===== src/rtl/uart_xcvr_if.sv =====
// Byte-stream side of the UART transceiver: TX and RX valid/ready channels
// plus the per-frame receive status flags.
interface uart_xcvr_if;
  logic [7:0] tx_data;
  logic       tx_valid;
  logic       tx_ready;
  logic [7:0] rx_data;
  logic       rx_valid;
  logic       rx_ready;
  logic       rx_parity_err;
  logic       rx_frame_err;
  logic       rx_overrun;

  modport master (
    output tx_data, tx_valid, rx_ready,
    input  tx_ready, rx_data, rx_valid, rx_parity_err, rx_frame_err, rx_overrun
  );

  modport slave (
    input  tx_data, tx_valid, rx_ready,
    output tx_ready, rx_data, rx_valid, rx_parity_err, rx_frame_err, rx_overrun
  );
endinterface


===== src/rtl/uart_xcvr.sv =====
// Parametrised full-duplex UART: valid/ready byte channels on the bus side,
// oversampled majority-vote receiver with parity/framing/overrun reporting.
module uart_xcvr #(
  parameter int unsigned CLK_FREQ   = 50000000,
  parameter int unsigned BAUD       = 115200,
  parameter int unsigned DATA_BITS  = 8,
  parameter int unsigned PARITY     = 0,
  parameter int unsigned STOP_BITS  = 1,
  parameter int unsigned OVERSAMPLE = 16
) (
  input  logic       clk,
  input  logic       rst_n,
  uart_xcvr_if.slave bus,
  output logic       tx,
  input  logic       rx
);

  localparam int unsigned DIV      = (CLK_FREQ + BAUD * OVERSAMPLE / 2) / (BAUD * OVERSAMPLE);
  localparam int unsigned BIT_CLKS = DIV * OVERSAMPLE;
  localparam int unsigned TxCntW   = $clog2(BIT_CLKS);
  localparam int unsigned DivW     = $clog2(DIV);
  localparam int unsigned TcntW    = $clog2(OVERSAMPLE + 1);

  localparam logic [TxCntW-1:0] TxCntMax = TxCntW'(BIT_CLKS - 1);
  localparam logic [DivW-1:0]   DivMax   = DivW'(DIV - 1);
  localparam logic [2:0]        LastData = 3'(DATA_BITS - 1);
  localparam logic [2:0]        LastStop = 3'(STOP_BITS - 1);

  if (DIV < 2) begin : g_bad_div
    $error("uart_xcvr: derived DIV must be >= 2");
  end
  if (DATA_BITS < 5 || DATA_BITS > 8) begin : g_bad_data_bits
    $error("uart_xcvr: DATA_BITS must be 5..8");
  end
  if (PARITY > 2) begin : g_bad_parity
    $error("uart_xcvr: PARITY must be 0, 1 or 2");
  end
  if (STOP_BITS < 1 || STOP_BITS > 2) begin : g_bad_stop
    $error("uart_xcvr: STOP_BITS must be 1 or 2");
  end
  if (OVERSAMPLE < 8 || (OVERSAMPLE % 2) != 0) begin : g_bad_os
    $error("uart_xcvr: OVERSAMPLE must be even and >= 8");
  end

  typedef enum logic [2:0] {StIdle, StStart, StData, StParity, StStop} state_e;

  // ---------------------------------------------------------------- transmitter
  state_e                tx_state_q, tx_state_d;
  logic [TxCntW-1:0]     tx_cnt_q, tx_cnt_d;
  logic [2:0]            tx_bit_q, tx_bit_d;
  logic [DATA_BITS-1:0]  tx_shift_q, tx_shift_d;
  logic                  tx_par_q, tx_par_d;
  logic                  tx_q, tx_d;
  logic                  tx_bit_end;

  assign tx_bit_end   = (tx_cnt_q == TxCntMax);
  assign bus.tx_ready = (tx_state_q == StIdle);
  assign tx           = tx_q;

  always_comb begin
    tx_state_d = tx_state_q;
    tx_cnt_d   = tx_cnt_q;
    tx_bit_d   = tx_bit_q;
    tx_shift_d = tx_shift_q;
    tx_par_d   = tx_par_q;
    tx_d       = 1'b1;
    if (tx_state_q != StIdle) begin
      tx_cnt_d = tx_bit_end ? '0 : tx_cnt_q + TxCntW'(1);
    end
    case (tx_state_q)
      StIdle: begin
        tx_cnt_d = '0;
        if (bus.tx_valid) begin
          tx_state_d = StStart;
          tx_shift_d = bus.tx_data[DATA_BITS-1:0];
          tx_par_d   = (PARITY == 1) ? ~^bus.tx_data[DATA_BITS-1:0]
                                     : ^bus.tx_data[DATA_BITS-1:0];
        end
      end
      StStart: begin
        if (tx_bit_end) begin
          tx_state_d = StData;
          tx_bit_d   = '0;
        end
      end
      StData: begin
        if (tx_bit_end) begin
          tx_shift_d = tx_shift_q >> 1;
          if (tx_bit_q == LastData) begin
            tx_state_d = (PARITY != 0) ? StParity : StStop;
            tx_bit_d   = '0;
          end else begin
            tx_bit_d = tx_bit_q + 3'd1;
          end
        end
      end
      StParity: begin
        if (tx_bit_end) begin
          tx_state_d = StStop;
          tx_bit_d   = '0;
        end
      end
      StStop: begin
        if (tx_bit_end) begin
          if (tx_bit_q == LastStop) begin
            tx_state_d = StIdle;
          end else begin
            tx_bit_d = tx_bit_q + 3'd1;
          end
        end
      end
      default: tx_state_d = StIdle;
    endcase
    // Line level is registered from the next state so tx changes on the same edge.
    case (tx_state_d)
      StStart:  tx_d = 1'b0;
      StData:   tx_d = tx_shift_d[0];
      StParity: tx_d = tx_par_d;
      default:  tx_d = 1'b1;
    endcase
  end

  always_ff @(posedge clk or negedge rst_n) begin
    if (!rst_n) begin
      tx_state_q <= StIdle;
      tx_cnt_q   <= '0;
      tx_bit_q   <= '0;
      tx_shift_q <= '0;
      tx_par_q   <= 1'b0;
      tx_q       <= 1'b1;
    end else begin
      tx_state_q <= tx_state_d;
      tx_cnt_q   <= tx_cnt_d;
      tx_bit_q   <= tx_bit_d;
      tx_shift_q <= tx_shift_d;
      tx_par_q   <= tx_par_d;
      tx_q       <= tx_d;
    end
  end

  // ------------------------------------------------------------------- receiver
  logic                 rx_meta_q, rx_s_q;
  logic [DivW-1:0]      div_q;
  logic                 tick;
  state_e               rx_state_q, rx_state_d;
  logic [TcntW-1:0]     rx_tcnt_q, rx_tcnt_d, rx_tcnt_nxt;
  logic [1:0]           rx_smp_q, rx_smp_d;
  logic [2:0]           rx_bit_q, rx_bit_d;
  logic [DATA_BITS-1:0] rx_shift_q, rx_shift_d;
  logic                 rx_perr_q, rx_perr_d;
  logic [7:0]           rx_data_q, rx_data_d;
  logic                 rx_valid_q, rx_valid_d;
  logic                 rx_pe_q, rx_pe_d;
  logic                 rx_fe_q, rx_fe_d;
  logic                 rx_ovr_q, rx_ovr_d;
  logic                 rx_maj, rx_centre, rx_accept, rx_exp_par;

  assign tick        = (div_q == DivMax);
  assign rx_tcnt_nxt = rx_tcnt_q + TcntW'(1);
  assign rx_centre   = tick && (rx_tcnt_nxt == TcntW'(OVERSAMPLE));
  assign rx_maj      = (rx_smp_q[0] & rx_smp_q[1]) | (rx_smp_q[0] & rx_s_q) |
                       (rx_smp_q[1] & rx_s_q);
  assign rx_accept   = rx_valid_q & bus.rx_ready;
  assign rx_exp_par  = (PARITY == 1) ? ~^rx_shift_q : ^rx_shift_q;

  assign bus.rx_data       = rx_data_q;
  assign bus.rx_valid      = rx_valid_q;
  assign bus.rx_parity_err = rx_pe_q;
  assign bus.rx_frame_err  = rx_fe_q;
  assign bus.rx_overrun    = rx_ovr_q;

  always_comb begin
    rx_state_d = rx_state_q;
    rx_tcnt_d  = rx_tcnt_q;
    rx_smp_d   = rx_smp_q;
    rx_bit_d   = rx_bit_q;
    rx_shift_d = rx_shift_q;
    rx_perr_d  = rx_perr_q;
    rx_data_d  = rx_data_q;
    rx_pe_d    = rx_pe_q;
    rx_fe_d    = rx_fe_q;
    rx_valid_d = rx_valid_q & ~rx_accept;
    rx_ovr_d   = rx_ovr_q & ~rx_accept;
    // Tick count runs so the third majority sample lands on OVERSAMPLE, then restarts.
    if (rx_state_q != StIdle && tick) begin
      rx_tcnt_d = rx_centre ? '0 : rx_tcnt_nxt;
      if (rx_tcnt_nxt == TcntW'(OVERSAMPLE - 2)) rx_smp_d[0] = rx_s_q;
      if (rx_tcnt_nxt == TcntW'(OVERSAMPLE - 1)) rx_smp_d[1] = rx_s_q;
    end
    case (rx_state_q)
      StIdle: begin
        if (tick && !rx_s_q) begin
          rx_state_d = StStart;
          rx_tcnt_d  = TcntW'(OVERSAMPLE / 2 - 1);
          rx_perr_d  = 1'b0;
        end
      end
      StStart: begin
        if (rx_centre) begin
          rx_state_d = rx_maj ? StIdle : StData;
          rx_bit_d   = '0;
        end
      end
      StData: begin
        if (rx_centre) begin
          rx_shift_d = {rx_maj, rx_shift_q[DATA_BITS-1:1]};
          if (rx_bit_q == LastData) begin
            rx_state_d = (PARITY != 0) ? StParity : StStop;
          end else begin
            rx_bit_d = rx_bit_q + 3'd1;
          end
        end
      end
      StParity: begin
        if (rx_centre) begin
          rx_perr_d  = rx_maj ^ rx_exp_par;
          rx_state_d = StStop;
        end
      end
      StStop: begin
        if (rx_centre) begin
          rx_state_d = StIdle;
          if (!rx_valid_q || rx_accept) begin
            rx_valid_d = 1'b1;
            rx_data_d  = 8'(rx_shift_q);
            rx_pe_d    = (PARITY != 0) && rx_perr_q;
            rx_fe_d    = ~rx_maj;
          end else begin
            rx_ovr_d = 1'b1;
          end
        end
      end
      default: rx_state_d = StIdle;
    endcase
  end

  always_ff @(posedge clk or negedge rst_n) begin
    if (!rst_n) begin
      rx_meta_q  <= 1'b1;
      rx_s_q     <= 1'b1;
      div_q      <= '0;
      rx_state_q <= StIdle;
      rx_tcnt_q  <= '0;
      rx_smp_q   <= 2'b11;
      rx_bit_q   <= '0;
      rx_shift_q <= '0;
      rx_perr_q  <= 1'b0;
      rx_data_q  <= '0;
      rx_valid_q <= 1'b0;
      rx_pe_q    <= 1'b0;
      rx_fe_q    <= 1'b0;
      rx_ovr_q   <= 1'b0;
    end else begin
      rx_meta_q  <= rx;
      rx_s_q     <= rx_meta_q;
      div_q      <= tick ? '0 : div_q + DivW'(1);
      rx_state_q <= rx_state_d;
      rx_tcnt_q  <= rx_tcnt_d;
      rx_smp_q   <= rx_smp_d;
      rx_bit_q   <= rx_bit_d;
      rx_shift_q <= rx_shift_d;
      rx_perr_q  <= rx_perr_d;
      rx_data_q  <= rx_data_d;
      rx_valid_q <= rx_valid_d;
      rx_pe_q    <= rx_pe_d;
      rx_fe_q    <= rx_fe_d;
      rx_ovr_q   <= rx_ovr_d;
    end
  end

endmodule


===== src/flat_wrapper.sv =====
// flat-port wrapper written by rule: the top's interface ports become plain ports
module uart_xcvr_flat 
#(
  parameter int unsigned CLK_FREQ   = 50000000,
  parameter int unsigned BAUD       = 115200,
  parameter int unsigned DATA_BITS  = 8,
  parameter int unsigned PARITY     = 0,
  parameter int unsigned STOP_BITS  = 1,
  parameter int unsigned OVERSAMPLE = 16
)
  (clk, rst_n, tx, rx, bus_tx_data, bus_tx_valid, bus_rx_ready, bus_tx_ready, bus_rx_data, bus_rx_valid, bus_rx_parity_err, bus_rx_frame_err, bus_rx_overrun);
  uart_xcvr_if bus_i ();
  input  logic clk;
  input  logic rst_n;
  output logic tx;
  input  logic rx;
  input wire logic [$bits(bus_i.tx_data)-1:0] bus_tx_data;
  input wire logic [$bits(bus_i.tx_valid)-1:0] bus_tx_valid;
  input wire logic [$bits(bus_i.rx_ready)-1:0] bus_rx_ready;
  output wire logic [$bits(bus_i.tx_ready)-1:0] bus_tx_ready;
  output wire logic [$bits(bus_i.rx_data)-1:0] bus_rx_data;
  output wire logic [$bits(bus_i.rx_valid)-1:0] bus_rx_valid;
  output wire logic [$bits(bus_i.rx_parity_err)-1:0] bus_rx_parity_err;
  output wire logic [$bits(bus_i.rx_frame_err)-1:0] bus_rx_frame_err;
  output wire logic [$bits(bus_i.rx_overrun)-1:0] bus_rx_overrun;
  assign bus_i.tx_data = bus_tx_data;
  assign bus_i.tx_valid = bus_tx_valid;
  assign bus_i.rx_ready = bus_rx_ready;
  assign bus_tx_ready = bus_i.tx_ready;
  assign bus_rx_data = bus_i.rx_data;
  assign bus_rx_valid = bus_i.rx_valid;
  assign bus_rx_parity_err = bus_i.rx_parity_err;
  assign bus_rx_frame_err = bus_i.rx_frame_err;
  assign bus_rx_overrun = bus_i.rx_overrun;
  uart_xcvr #(.CLK_FREQ(CLK_FREQ), .BAUD(BAUD), .DATA_BITS(DATA_BITS), .PARITY(PARITY), .STOP_BITS(STOP_BITS), .OVERSAMPLE(OVERSAMPLE)) u_core (.clk(clk), .rst_n(rst_n), .bus(bus_i), .tx(tx), .rx(rx));
endmodule

===== config.mk =====
export PLATFORM = sky130hd
export DESIGN_NAME = uart_xcvr_flat
export DESIGN_NICKNAME = d
export VERILOG_FILES = /design/src/rtl/uart_xcvr_if.sv /design/src/rtl/uart_xcvr.sv /design/src/flat_wrapper.sv
export SDC_FILE = /design/constraint.sdc
export NUM_CORES = 1
export LEC_CHECK = 0
export BUFFER_PORTS_ARGS = -buffer_cell sky130_fd_sc_hd__buf_2
export CORE_ASPECT_RATIO = 0.7
export CORE_MARGIN = 5
export CORE_UTILIZATION = 40
export CTS_CLUSTER_SIZE = 14
export DETAILED_ROUTE_END_ITERATION = 7
export GPL_ROUTABILITY_DRIVEN = 1
export GPL_TIMING_DRIVEN = 0
export HOLD_SLACK_MARGIN = 0.08
export PLACE_DENSITY = 0.55
export SYNTH_ARGS = -nofsm -noshare
export SYNTH_HDL_FRONTEND = slang
export SYNTH_SLANG_ARGS = --single-unit

===== constraint.sdc =====
create_clock -name clk -period 3.9 [get_ports clk]
set_clock_uncertainty 0.1 [all_clocks]
set_input_delay 0.78 -clock clk [delete_from_list [all_inputs] [get_ports clk]]
set_output_delay 0.78 -clock clk [all_outputs]
set_load 0.1 [all_outputs]

# Word-level counts from Yosys, hierarchy flattened
# Cells that the tools add are included.
[totals] regBits=64 latch_bits=0 mem_bits_rw=0 rom_bits=0 inputBits=13 output_inout_bits=14 wordCells=135 memories=0
[classes] n_addsub=5 n_mul=0 n_div=0 magnitude_cmp=0 n_eq_ne=30 shift=0 n_mux=45 bitwise=10 reduce_logical=25
[ops] op="3-bit two-way mux" count=20
[ops] op="3-bit case mux with 5 select lines" count=2
[ops] op="9-bit two-way mux" count=3
[ops] op="5-bit two-way mux" count=5
[ops] op="3-bit by 2-bit == test with 1-bit output (second input constant)" count=6
[ops] op="2-bit by 1-bit != test with 1-bit output (second input constant)" count=9
[ops] op="8-bit two-way mux" count=2
[ops] op="8-bit case mux with 2 select lines" count=1
[ops] op="3-bit == test (second input constant)" count=4
[ops] op="5-bit by 1-bit adder with 5-bit output (second input constant)" count=2
[ops] op="5-bit by 4-bit == test with 1-bit output (second input constant)" count=2
[ops] op="5-bit == test (second input constant)" count=2
[ops] op="9-bit by 1-bit adder with 9-bit output (second input constant)" count=1
[ops] op="3-bit by 1-bit == test with 1-bit output (second input constant)" count=3
[ops] op="9-bit == test (second input constant)" count=1
[ops] op="3-bit zero test" count=3
[ops] op="3-bit case mux with 3 select lines" count=1
[ops] op="3-bit nonzero test" count=3
[ops] op="1-bit two-way mux" count=8
[ops] op="8-bit XOR reduction" count=1
[ops] op="3-bit by 1-bit adder with 3-bit output (second input constant)" count=2
[ops] op="1-bit AND" count=6
[ops] op="2-bit != test (second input constant)" count=3
[ops] op="3-bit case mux with 2 select lines" count=1
[ops] op="14 further kinds" count=24

# Depth between registers and ports, before layout
[depth] ltp_word=7 ltp_mapped=9 mapped_depth_nobuf=7

# Worst setup path after synthesis
# No wires, ideal clock.
[synth_timing] kind="register to output" start="register u_core.tx_state_q[1]" end="output bus_tx_ready" arrival_time_ns=2.785 required_ns=3.020 path_slack_ns=0.235 path_stages_with_launch=3 path_cell_list="dfrtp_1 -> clkbuf_1 -> nor3_1"
[synth_via] elab_chain_cells=1
[synth_lines] item="from (decl)" line_no="uart_xcvr.sv:48" rtl="state_e tx_state_q, tx_state_d;"
[synth_lines] item="from (signal assigned)" line_no="uart_xcvr.sv:125" rtl="tx_state_q <= StIdle;"
[synth_lines] item="from (signal assigned)" line_no="uart_xcvr.sv:132" rtl="tx_state_q <= tx_state_d;"
[synth_lines] item="3-bit zero test" line_no="uart_xcvr.sv:57" rtl="assign bus.tx_ready = (tx_state_q == StIdle);"
[synth_lines] item="to (decl)" line_no="flat_wrapper.sv:20" rtl="output wire logic [$bits(bus_i.tx_ready)-1:0] bus_tx_ready;"
# No other way between the ends.

# Worst setup path in the final report
# Ends and elaborated chain as after synthesis.

==> key figures <==
Timing
  • Max_slew headroom: 38.9%
  • Crit share post-route: 73.2%
  • Final setup viols: 0
  • Crit path time final: 2850 ps
  • Peak Freq: 350 MHz
  • RSZ-0062 raised after global routing: false
  • Hold WS: 256 ps
  • Setup TNS: 0 ps
  • Worst-Margin Slew: 914 ps
  • Final Hold Fails: 0
  • Fin. max-slew vios: 0

Logic synthesis
  • Register bit total from synthesis: 64
  • Cell taking the most area after synthesis: dfrtp_1
  • Sequential share of the synthesized area: 51.3%
  • Synth top cells by count: dfrtp_1 (59), nand2_1 (27), nor2_1 (24)
  • Complex-gate fraction of the synthesized area: 10.1%
  • Synthesized area: 3130 um^2
  • Top-count cell post-synth: dfrtp_1
  • Synth Flop Type: dfrtp_1
  • Post-synthesis xor/xnor area fraction: 5.03%
  • Fraction of registers with async set/reset: 100%
  • YS warnings: 0
  • Syn nets: 308
  • Mux share of post-synthesis cell area: 8.74%
  • Mean Syn Cell Area: 11.1 um^2
  • Synthesized instance count: 283
  • Distinct cells, synth: 52
  • EDFF count, synth: 0
  • Post-Synth Adder-Cell Area: 5.11%
  • Post-synth top area share: 47.1%
  • Top cells by area, synth: dfrtp_1 (47%), ha_1 (4.8%), dfstp_2 (4.2%)
  • Synth Area in Simple Gates: 16.0%
  • Largest family of logic cells by synthesized area: simple AND/OR/NAND/NOR gates

Die
  • Die Area: 9730 um^2
  • Die width: 116 um
  • Top Ports: 27
  • Site row count: 27
  • Core ar.: 7740 um^2
  • Starting density of the core: 40.5%
  • Die height: 84.1 um

Detailed routing
  • WL final: 5540 um
  • Antenna-violating nets left: 0
  • First-pass iteration count of the detailed router: 4
  • Starting DRT DRC Count: 62
  • Metal1 wirelength: 3020 um
  • Routed WL per cell: 13.0 um
  • Residual DRC count: 0
  • Via Count: 2099
  • Drt via density: 4.94
  • Top sig layer: met4
  • WL met2: 2260 um
  • Met3 Routed Length: 181 um

Setup path
  • Crit Path Class: flop to primary output
  • WP data arrival: 1970 ps
  • Crit path required time: 3020 ps
  • Startpoint types: flop
  • CP endpoint kind: primary output
  • CP max FO: 9

Clock network
  • # Post-CTS Setup Buffers: 0
  • Clock-pin slew on the worst setup and hold paths: 70 ps
  • CTS root buf: clkbuf_8
  • Worst-Skew Late Latency: 330 ps
  • H-tree lvl count: 3
  • Hold-fix buffers at CTS: 0
  • TritonCTS Buffers: 9
  • Clk buf depth: 2
  • TritonCTS clock tree: built
  • Clock Sinks: 64
  • CTS resizes: 0

Place
  • Inst Count DP: 409
  • RePlAce Congestion: 0.777
  • # port buffers: 25
  • DPL Wire Length: 3890 um

Final layout
  • Diodes inserted: 0
  • Fraction of layout cells with a size suffix above 1: 22.8%
  • Area added between synthesis and finish: 13.7%
  • Finished Layout Cells: 425
  • # nets final: 344

Power
  • Worst VDD drop: 0.163 mV
  • Pwr Density: 349 nW/um^2
  • Leakage: 0.00169 uW

GRT
  • Largest net degree at the start of global routing: 65
  • GR Overflow Total: 0
  • Initial antenna violation count: 0
  • Total track usage: 12.7%
  • First-pass GRT wire length: 9850 um
  • Vias in the first global route: 2043

Status
  • Status: complete, no violations

Hold path
  • Hold Path Class: flop to flop

Run
  • Max cap viols: 0
[layout make-up]
class | count | area [um^2]
sequential | 64 | 1610
clock buffer | 12 | 155
multi-input combinational | 194 | 1410
timing repair buffer | 25 | 128
fill | 754 | 4170
clock inverter | 4 | 20.0
tap | 101 | 126
inverter | 13 | 48.8
buffer | 12 | 63.8
[critical path, stage by stage (launching register included)]
cell and delay (ps):
dfrtp_1 360, clkbuf_1 190, nor3_1 560, buf_2 540
[path summary, 6_finish.rpt]
path                       slack [ps]                           endpoint                           start  cells after the start
min in group asynchronous         420  u_core.bus.rx_data[0]$_DFFE_PN0P_                           rst_n                      1
hold / removal                    260            u_core.rx_s_q$_DFF_PN1_      u_core.rx_meta_q$_DFF_PN1_                      0
max in group asynchronous        2740     u_core.tx_shift_q[0]$_DFF_PN0_                           rst_n                      1
setup / recovery                 1050                       bus_tx_ready  u_core.tx_state_q[1]$_DFF_PN0_                      3
setup reg to reg                 1230  u_core.bus.rx_data[6]$_DFFE_PN0P_   u_core.rx_tcnt_q[1]$_DFF_PN0_                      6
hold reg to reg                   260            u_core.rx_s_q$_DFF_PN1_      u_core.rx_meta_q$_DFF_PN1_                      0
[report_power, final]
part | internal (uW) | switching [uW]
clock network | 261 | 243
logic | 20.6 | 42.4
registers | 673 | 5.36
total | 955 | 291
[through the flow]
step           total power [uW]  util (%)  worst slack, ps  area (um^2)
5_1_grt                    1310      46.1              857         3560
3_5_place_dp                755      43.8             1220         3390
6_report                   1250      46.1             1050         3560
4_1_cts                    1270      46.1              988         3560
2_1_floorplan               726         -              235         3130
3_3_place_gp                754      43.8             1230         3390
[per-layer routing]
metal,track usage [%],vias up
met2,17.7,23
met5,0,-
li1,-,1063
met1,18.2,1008
met4,5.37,0
met3,3.91,5
[cells in the final DEF (no fill, tap or decap), types with 4 or more instances in the layout]
cell type,n
inv_1,13
clkinv_2,4
buf_2,24
o21ai_0,13
clkbuf_8,11
nand3_1,11
ha_1,12
dfstp_2,5
mux2_4,8
a22oi_1,8
nand2b_1,4
mux2_2,11
a21oi_1,7
nand2_1,27
nor2_1,24
xnor2_1,13
dfrtp_1,59
clkbuf_1,10
xor2_1,5
[state kept, by name (all words and copies together) (netlist names)]
name	count
u_core.tx_cnt_q	9
u_core.bus.rx_data	8
u_core.rx_shift_q	8
u_core.tx_shift_q	8
u_core.div_q	5
u_core.rx_tcnt_q	5
u_core.rx_bit_q	3
u_core.rx_state_q	3
u_core.tx_bit_q	3
u_core.tx_state_q	3
u_core.rx_smp_q	2
u_core.bus.rx_frame_err	1
u_core.bus.rx_overrun	1
u_core.bus.rx_valid	1
u_core.rx_meta_q	1
u_core.rx_s_q	1
u_core.tx	1
u_core.tx_par_q	1
[cells by family after synthesis]
| family | count (synthesis) |
|---|---|
| buffers and inverters | 25 |
| AOI/OAI and AO/OA | 47 |
| adders and majority gates | 13 |
| other | 1 |
| DFF | 64 |
| xor gates and xnor gates | 18 |
| and+or+nand+nor | 93 |
| muxes | 22 |
(Power assumes the default switching activity.)
